`src/rtl/dm_access_unit.sv`:
```
// rtl/dm_access_unit.sv - memory-stage load/store unit: one word-aligned bus transaction per access
//
// Optional build macro: DM_MISALIGN_TRAP_EN (reject misaligned word/half accesses with misalign_err)
//
// Ports:
//   clk, rstn                 clock, asynchronous active-low reset
//   mem_read, mem_write       MEM-stage load / store decode (both set => store)
//   dm_ctrl[2:0]              size code: 000 w, 001 h, 010 hu, 011 b, 100 bu, others = word
//   addr[31:0], wdata[31:0]   byte address and store data
//   stall                     pipeline freeze while an access is outstanding
//   rdata[31:0], rdata_valid  extended load result, valid for one cycle in DONE
//   misalign_err              one-cycle pulse on a rejected access (0 unless macro defined)
//   bus_req/we/addr/be/wdata  bus request fields, held stable while bus_req is high
//   bus_ack, bus_rdata        bus completion and read word (same cycle)
`timescale 1ns/1ps
module dm_access_unit #(
    parameter int BUS_AW = 32
) (
    input  logic              clk,
    input  logic              rstn,
    input  logic              mem_read,
    input  logic              mem_write,
    input  logic [2:0]        dm_ctrl,
    input  logic [31:0]       addr,
    input  logic [31:0]       wdata,
    output logic              stall,
    output logic [31:0]       rdata,
    output logic              rdata_valid,
    output logic              misalign_err,
    output logic              bus_req,
    output logic              bus_we,
    output logic [BUS_AW-1:0] bus_addr,
    output logic [3:0]        bus_be,
    output logic [31:0]       bus_wdata,
    input  logic              bus_ack,
    input  logic [31:0]       bus_rdata
);

    localparam logic [1:0] S_IDLE = 2'd0;
    localparam logic [1:0] S_WAIT = 2'd1;
    localparam logic [1:0] S_DONE = 2'd2;

    logic [1:0]        state_q, state_d;
    logic              we_q;
    logic [BUS_AW-1:0] addr_q;
    logic [3:0]        be_q;
    logic [31:0]       wdata_q;
    logic [31:0]       rdata_q;
    logic [2:0]        ctrl_q;
    logic [1:0]        lane_q;

    logic        access, is_half, is_byte, misaligned, accept;
    logic [3:0]  be_d;
    logic [31:0] wdata_d;
    logic [31:0] ext_d;
    logic [15:0] half_sel;
    logic [7:0]  byte_sel;

    assign access  = mem_read | mem_write;
    assign is_half = (dm_ctrl == 3'b001) || (dm_ctrl == 3'b010);
    assign is_byte = (dm_ctrl == 3'b011) || (dm_ctrl == 3'b100);

`ifdef DM_MISALIGN_TRAP_EN
    // Codes 101-111 behave as word, so anything not half/byte needs addr[1:0]==0.
    assign misaligned = is_half ? addr[0] : (!is_byte && (addr[1:0] != 2'b00));
`else
    // Misaligned addresses are truncated by the lane logic below instead.
    assign misaligned = 1'b0;
`endif

    assign accept       = (state_q == S_IDLE) && access && !misaligned;
    // Gated by rstn so both drop the moment reset asserts, even with inputs still present.
    assign stall        = rstn & (accept | (state_q == S_WAIT));
    assign misalign_err = rstn & (state_q == S_IDLE) & access & misaligned;

    assign bus_req     = (state_q == S_WAIT);
    assign bus_we      = we_q;
    assign bus_addr    = addr_q;
    assign bus_be      = be_q;
    assign bus_wdata   = wdata_q;
    assign rdata       = rdata_q;
    assign rdata_valid = (state_q == S_DONE) && !we_q;

    // Store lane placement; loads always read the full word.
    always_comb begin
        be_d    = 4'b1111;
        wdata_d = wdata;
        if (mem_write) begin
            if (is_half) begin
                be_d    = addr[1] ? 4'b1100 : 4'b0011;
                wdata_d = {2{wdata[15:0]}};
            end else if (is_byte) begin
                be_d    = 4'b0001 << addr[1:0];
                wdata_d = {4{wdata[7:0]}};
            end
        end
    end

    // Load lane selection uses the captured address, extension uses the captured size code.
    always_comb begin
        half_sel = lane_q[1] ? bus_rdata[31:16] : bus_rdata[15:0];
        case (lane_q)
            2'd0:    byte_sel = bus_rdata[7:0];
            2'd1:    byte_sel = bus_rdata[15:8];
            2'd2:    byte_sel = bus_rdata[23:16];
            default: byte_sel = bus_rdata[31:24];
        endcase
        case (ctrl_q)
            3'b001:  ext_d = {{16{half_sel[15]}}, half_sel};
            3'b010:  ext_d = {16'h0000, half_sel};
            3'b011:  ext_d = {{24{byte_sel[7]}}, byte_sel};
            3'b100:  ext_d = {24'h000000, byte_sel};
            default: ext_d = bus_rdata;
        endcase
    end

    always_comb begin
        state_d = state_q;
        case (state_q)
            S_IDLE:  if (accept) state_d = S_WAIT;
            S_WAIT:  if (bus_ack) state_d = S_DONE;
            // The pipeline advances on this edge, so the instruction is never re-issued.
            S_DONE:  state_d = S_IDLE;
            default: state_d = S_IDLE;
        endcase
    end

    always_ff @(posedge clk or negedge rstn) begin
        if (!rstn) begin
            state_q <= S_IDLE;
            we_q    <= 1'b0;
            addr_q  <= '0;
            be_q    <= 4'b0000;
            wdata_q <= 32'h0;
            rdata_q <= 32'h0;
            ctrl_q  <= 3'b000;
            lane_q  <= 2'b00;
        end else begin
            state_q <= state_d;
            if (accept) begin
                we_q    <= mem_write;
                addr_q  <= {addr[BUS_AW-1:2], 2'b00};
                be_q    <= be_d;
                wdata_q <= wdata_d;
                ctrl_q  <= dm_ctrl;
                lane_q  <= addr[1:0];
            end
            if ((state_q == S_WAIT) && bus_ack && !we_q) begin
                rdata_q <= ext_d;
            end
`ifdef DM_MISALIGN_TRAP_EN
            // A rejected load reports a zero result.
            if (misalign_err && !mem_write) begin
                rdata_q <= 32'h0;
            end
`endif
        end
    end

endmodule

```
`config.mk`:
```
export PLATFORM = sky130hd
export DESIGN_NAME = dm_access_unit
export DESIGN_NICKNAME = d
export VERILOG_FILES = /design/src/rtl/dm_access_unit.sv
export SDC_FILE = /design/constraint.sdc
export NUM_CORES = 1
export LEC_CHECK = 0
export BUFFER_PORTS_ARGS = -buffer_cell sky130_fd_sc_hd__buf_2
export CELL_PAD_IN_SITES_DETAIL_PLACEMENT = 1
export CELL_PAD_IN_SITES_GLOBAL_PLACEMENT = 1
export CORE_MARGIN = 3
export CORE_UTILIZATION = 38
export DETAILED_ROUTE_END_ITERATION = 12
export HOLD_SLACK_MARGIN = 0.06
export PLACE_DENSITY = 0.94
export SYNTH_ARGS = -nofsm -noshare
export SYNTH_HDL_FRONTEND = slang
export SYNTH_SLANG_ARGS = --single-unit
```
`constraint.sdc`:
```
create_clock -name clk -period 2.7 [get_ports clk]
set_input_delay 0.27 -clock clk [delete_from_list [all_inputs] [get_ports clk]]
set_output_delay 0.27 -clock clk [all_outputs]
set_load 0.02 [all_outputs]
```
==> key figures <==
Worst setup path
  – Setup CP Type: reg2reg
  – Worst r2r dst: rdata[2]
  – R2R setup slack: 0.63 ns
  – Reg2Reg Depth: 4
  – Req. time, crit path: 2.97 ns
  – Crit path capture type: flop
  – Critical R2R Launch: ctrl_q[0]
  – CP arrival: 2.34 ns
  – Critical path peak fanout: 14
  – Startpoint types: flop

Synthesis
  – Post-Syn Area: 0.00502 mm^2
  – Warnings, synthesis: 0
  – Synthesized area per cell: 9.23 um^2
  – XOR/XNOR Fraction of Synth Area: 0.672%
  – Post-synthesis simple-gate area fraction: 22.2%
  – Async SR Flop Fraction: 100%
  – Post-synthesis sequential area ratio: 52.8%
  – Post-synth EDFFs: 0
  – Flops & latches, synth: 106
  – Post-synthesis mux area share: 4.01%
  – Adder-cell share of the synthesized area: 0.199%
  – Mapped Cells: 544
  – Top FF cell, synth: dfrtp_1
  – Largest family of logic cells by synthesized area: simple AND/OR/NAND/NOR gates
  – Synth top area cells: dfrtp_1 53%, nand2_1 14%, nor2_1 3.7%
  – Proportion of netlist area held by the largest area contributor: 52.8%
  – Area leader, netlist: dfrtp_1
  – Compound-gate portion of the synthesized area: 15.9%
  – Synth cell types: 47

Clock tree
  – Post-CTS setup buffer count: 0
  – Total CTS buffers: 9
  – Clock insertion delay at the later pin of the skew report: 0.36 ns
  – Num Clock Sinks: 106
  – CTS H-tree lvls: 3
  – Root Driver: clkbuf_16
  – Reg clk slew, reported paths: 0.07 ns
  – CTS tree: done
  – Max clock buf depth: 2

Drt
  – DRC violations left: 0
  – Total wire length: 17100 um
  – DR pass1 iterations: 4
  – WL/cell: 18.8 um
  – DRT antenna net count: 0
  – Via count: 4840
  – Routed vias/inst: 5.32
  – Initial DRC count: 282

STA
  – Crit path time final: 2.07 ns
  – Worst Hold Slack: 0.101 ns
  – Max Freq: 484 MHz
  – Slew Limit Fails: 0
  – Hold Vio Cnt, Final: 0
  – Max-slew headroom: 47.7%
  – Tcrit/Tclk final: 76.5%
  – Worst setup margin: 0.633 ns
  – Setup violations, final: 0
  – Least-Margin Pin Slew: 0.785 ns
  – Setup repair after global routing missed its margin: no
  – Clock Skews: 0.0170 ns
  – Total negative slack: 0 ns

Cells and area
  – Most frequent cells in the layout: 204 x buf_2, 183 x nand2_1, 106 x dfrtp_1, 50 x nor2_1, 21 x a21oi_1
  – Ant diodes: 0
  – Layout Nets: 837
  – Fill cells: 1532
  – Synth-to-layout area growth: 29.8%
  – Share of cells above drive strength 1: 35.1%
  – Final instance area: 0.00652 mm^2
  – Most common cell after layout, fill and taps aside: buf_2

Power and ir drop
  – Pwr per Cell Area: 1340 mW/mm^2
  – Power Total: 8720 uW
  – Max VDD drop: 0.573 mV
  – Leakage: 0.00324 uW

Worst hold path
  – Hold Crit Endpoint: bus_addr[14]
  – Hold_sp: addr[14]
  – Hold Crit Class: in2reg
  – Hold path depth: 3

Floorplanning
  – Std cell rows: 41
  – Total die area: 0.0146 mm^2
  – Die height: 121 um
  – Core ar.: 0.0128 mm^2
  – Die Wd: 121 um
  – Starting Density: 39.3%
  – Io pins: 209

Place
  – GP Congestion: 0.842
  – DP Area: 0.00618 mm^2
  – Pre-CTS setup slack: 0.713 ns
  – HPWL after DPL: 12600 um
  – IO Port Bufs: 205

GRT
  – Pin count of the biggest net entering global routing: 107
  – Total track usage: 23.7%
  – Number of global-route vias before repair: 5219
  – First-pass GRT wire length: 27300 um
  – GRT overflow: 0
  – Initial antenna violation count: 1

Run
  – Max Cap Violations: 0

Status
  – Status: finished clean
==> Yosys cell counts (3+ instances only) <==
| master | count |
|---|---|
| nand2_1 | 183 |
| dfrtp_1 | 106 |
| nor2_1 | 50 |
| clkbuf_1 | 28 |
| a21oi_1 | 21 |
| a31oi_1 | 16 |
| o21ai_0 | 16 |
| a221oi_1 | 14 |
| a21oi_2 | 10 |
| nor2b_1 | 10 |
| a22oi_1 | 9 |
| nand3_1 | 8 |
| o211ai_1 | 8 |
| buf_2 | 6 |
| o221a_2 | 6 |
| mux4_2 | 5 |
| nor3b_1 | 5 |
| inv_1 | 4 |
| nand2b_1 | 4 |
| buf_4 | 3 |
| mux4_1 | 3 |
==> how the worst max path moves through the flow <==
stage | end | depth (start not counted) | start
floorplan | rdata[16] | 6 | lane_q[0]
global placement | bus_wdata[20] | 6 | mem_write
finish | rdata[2] | 4 | ctrl_q[0]
global route | rdata[5] | 4 | ctrl_q[0]
detailed placement | rdata[5] | 4 | ctrl_q[0]
CTS | rdata[2] | 4 | ctrl_q[0]
==> final cells by class <==
class,instances,area (um^2),area share (%)
clock buffers,9,225,3.45
clock inverters,7,105,1.61
well taps,172,215,3.30
repair buffers,216,1130,17.3
flip-flops and latches,106,2650,40.7
multi-input cells,396,2180,33.4
inverters,4,15.0,0.230
==> layer usage <==
metal  vias to the layer above  global-route usage [%]  wire, um
li1                       2224                       -         -
met1                      2385                    27.8      6680
met2                       202                    40.7      8550
met3                        27                    7.27      1520
met4                         2                    8.99       343
met5                         -                       0        11
==> state kept, by name, summed over array words and instances, names as in the netlist <==
name and count:
bus_wdata 32, rdata 32, bus_addr 30, bus_be 4, ctrl_q 3, lane_q 2
state_q 2, bus_we 1
==> timing repair <==
action | 4_1_cts | 5_1_grt
setup endpoints to repair | 0 | 0
hold endpoints to repair | 18 | 0
hold buffers | 1 | 0
resized for setup | 0 | 0
==> where the power goes <==
group | total, uW | internal (uW) | switching [uW]
registers | 2910 | 2370 | 534
clock network | 1480 | 830 | 645
logic | 4330 | 1480 | 2860
total | 8720 | 4680 | 4040
==> per-stage QoR <==
stage,cells,util [%]
4_1_cts,910,51.0
3_3_place_gp,893,48.4
5_1_grt,910,51.0
6_report,910,51.0
3_5_place_dp,893,48.4
2_1_floorplan,546,-
==> worst max-delay path, stage by stage, from the launching register on <==
cell,delay (ns)
dfrtp_1,0.56
maj3_1,0.42
a21oi_1,0.65
nand2_1,0.17
a21oi_1,0.20
==> logic make-up after synthesis <==
| logic type | Yosys count |
|---|---|
| xor+xnor | 3 |
| flops | 106 |
| fa+ha+maj | 1 |
| simple gates | 269 |
| other cells | 1 |
| mux | 9 |
| buf+inv | 44 |
| compound gates | 111 |
(Power assumes the default switching activity.)
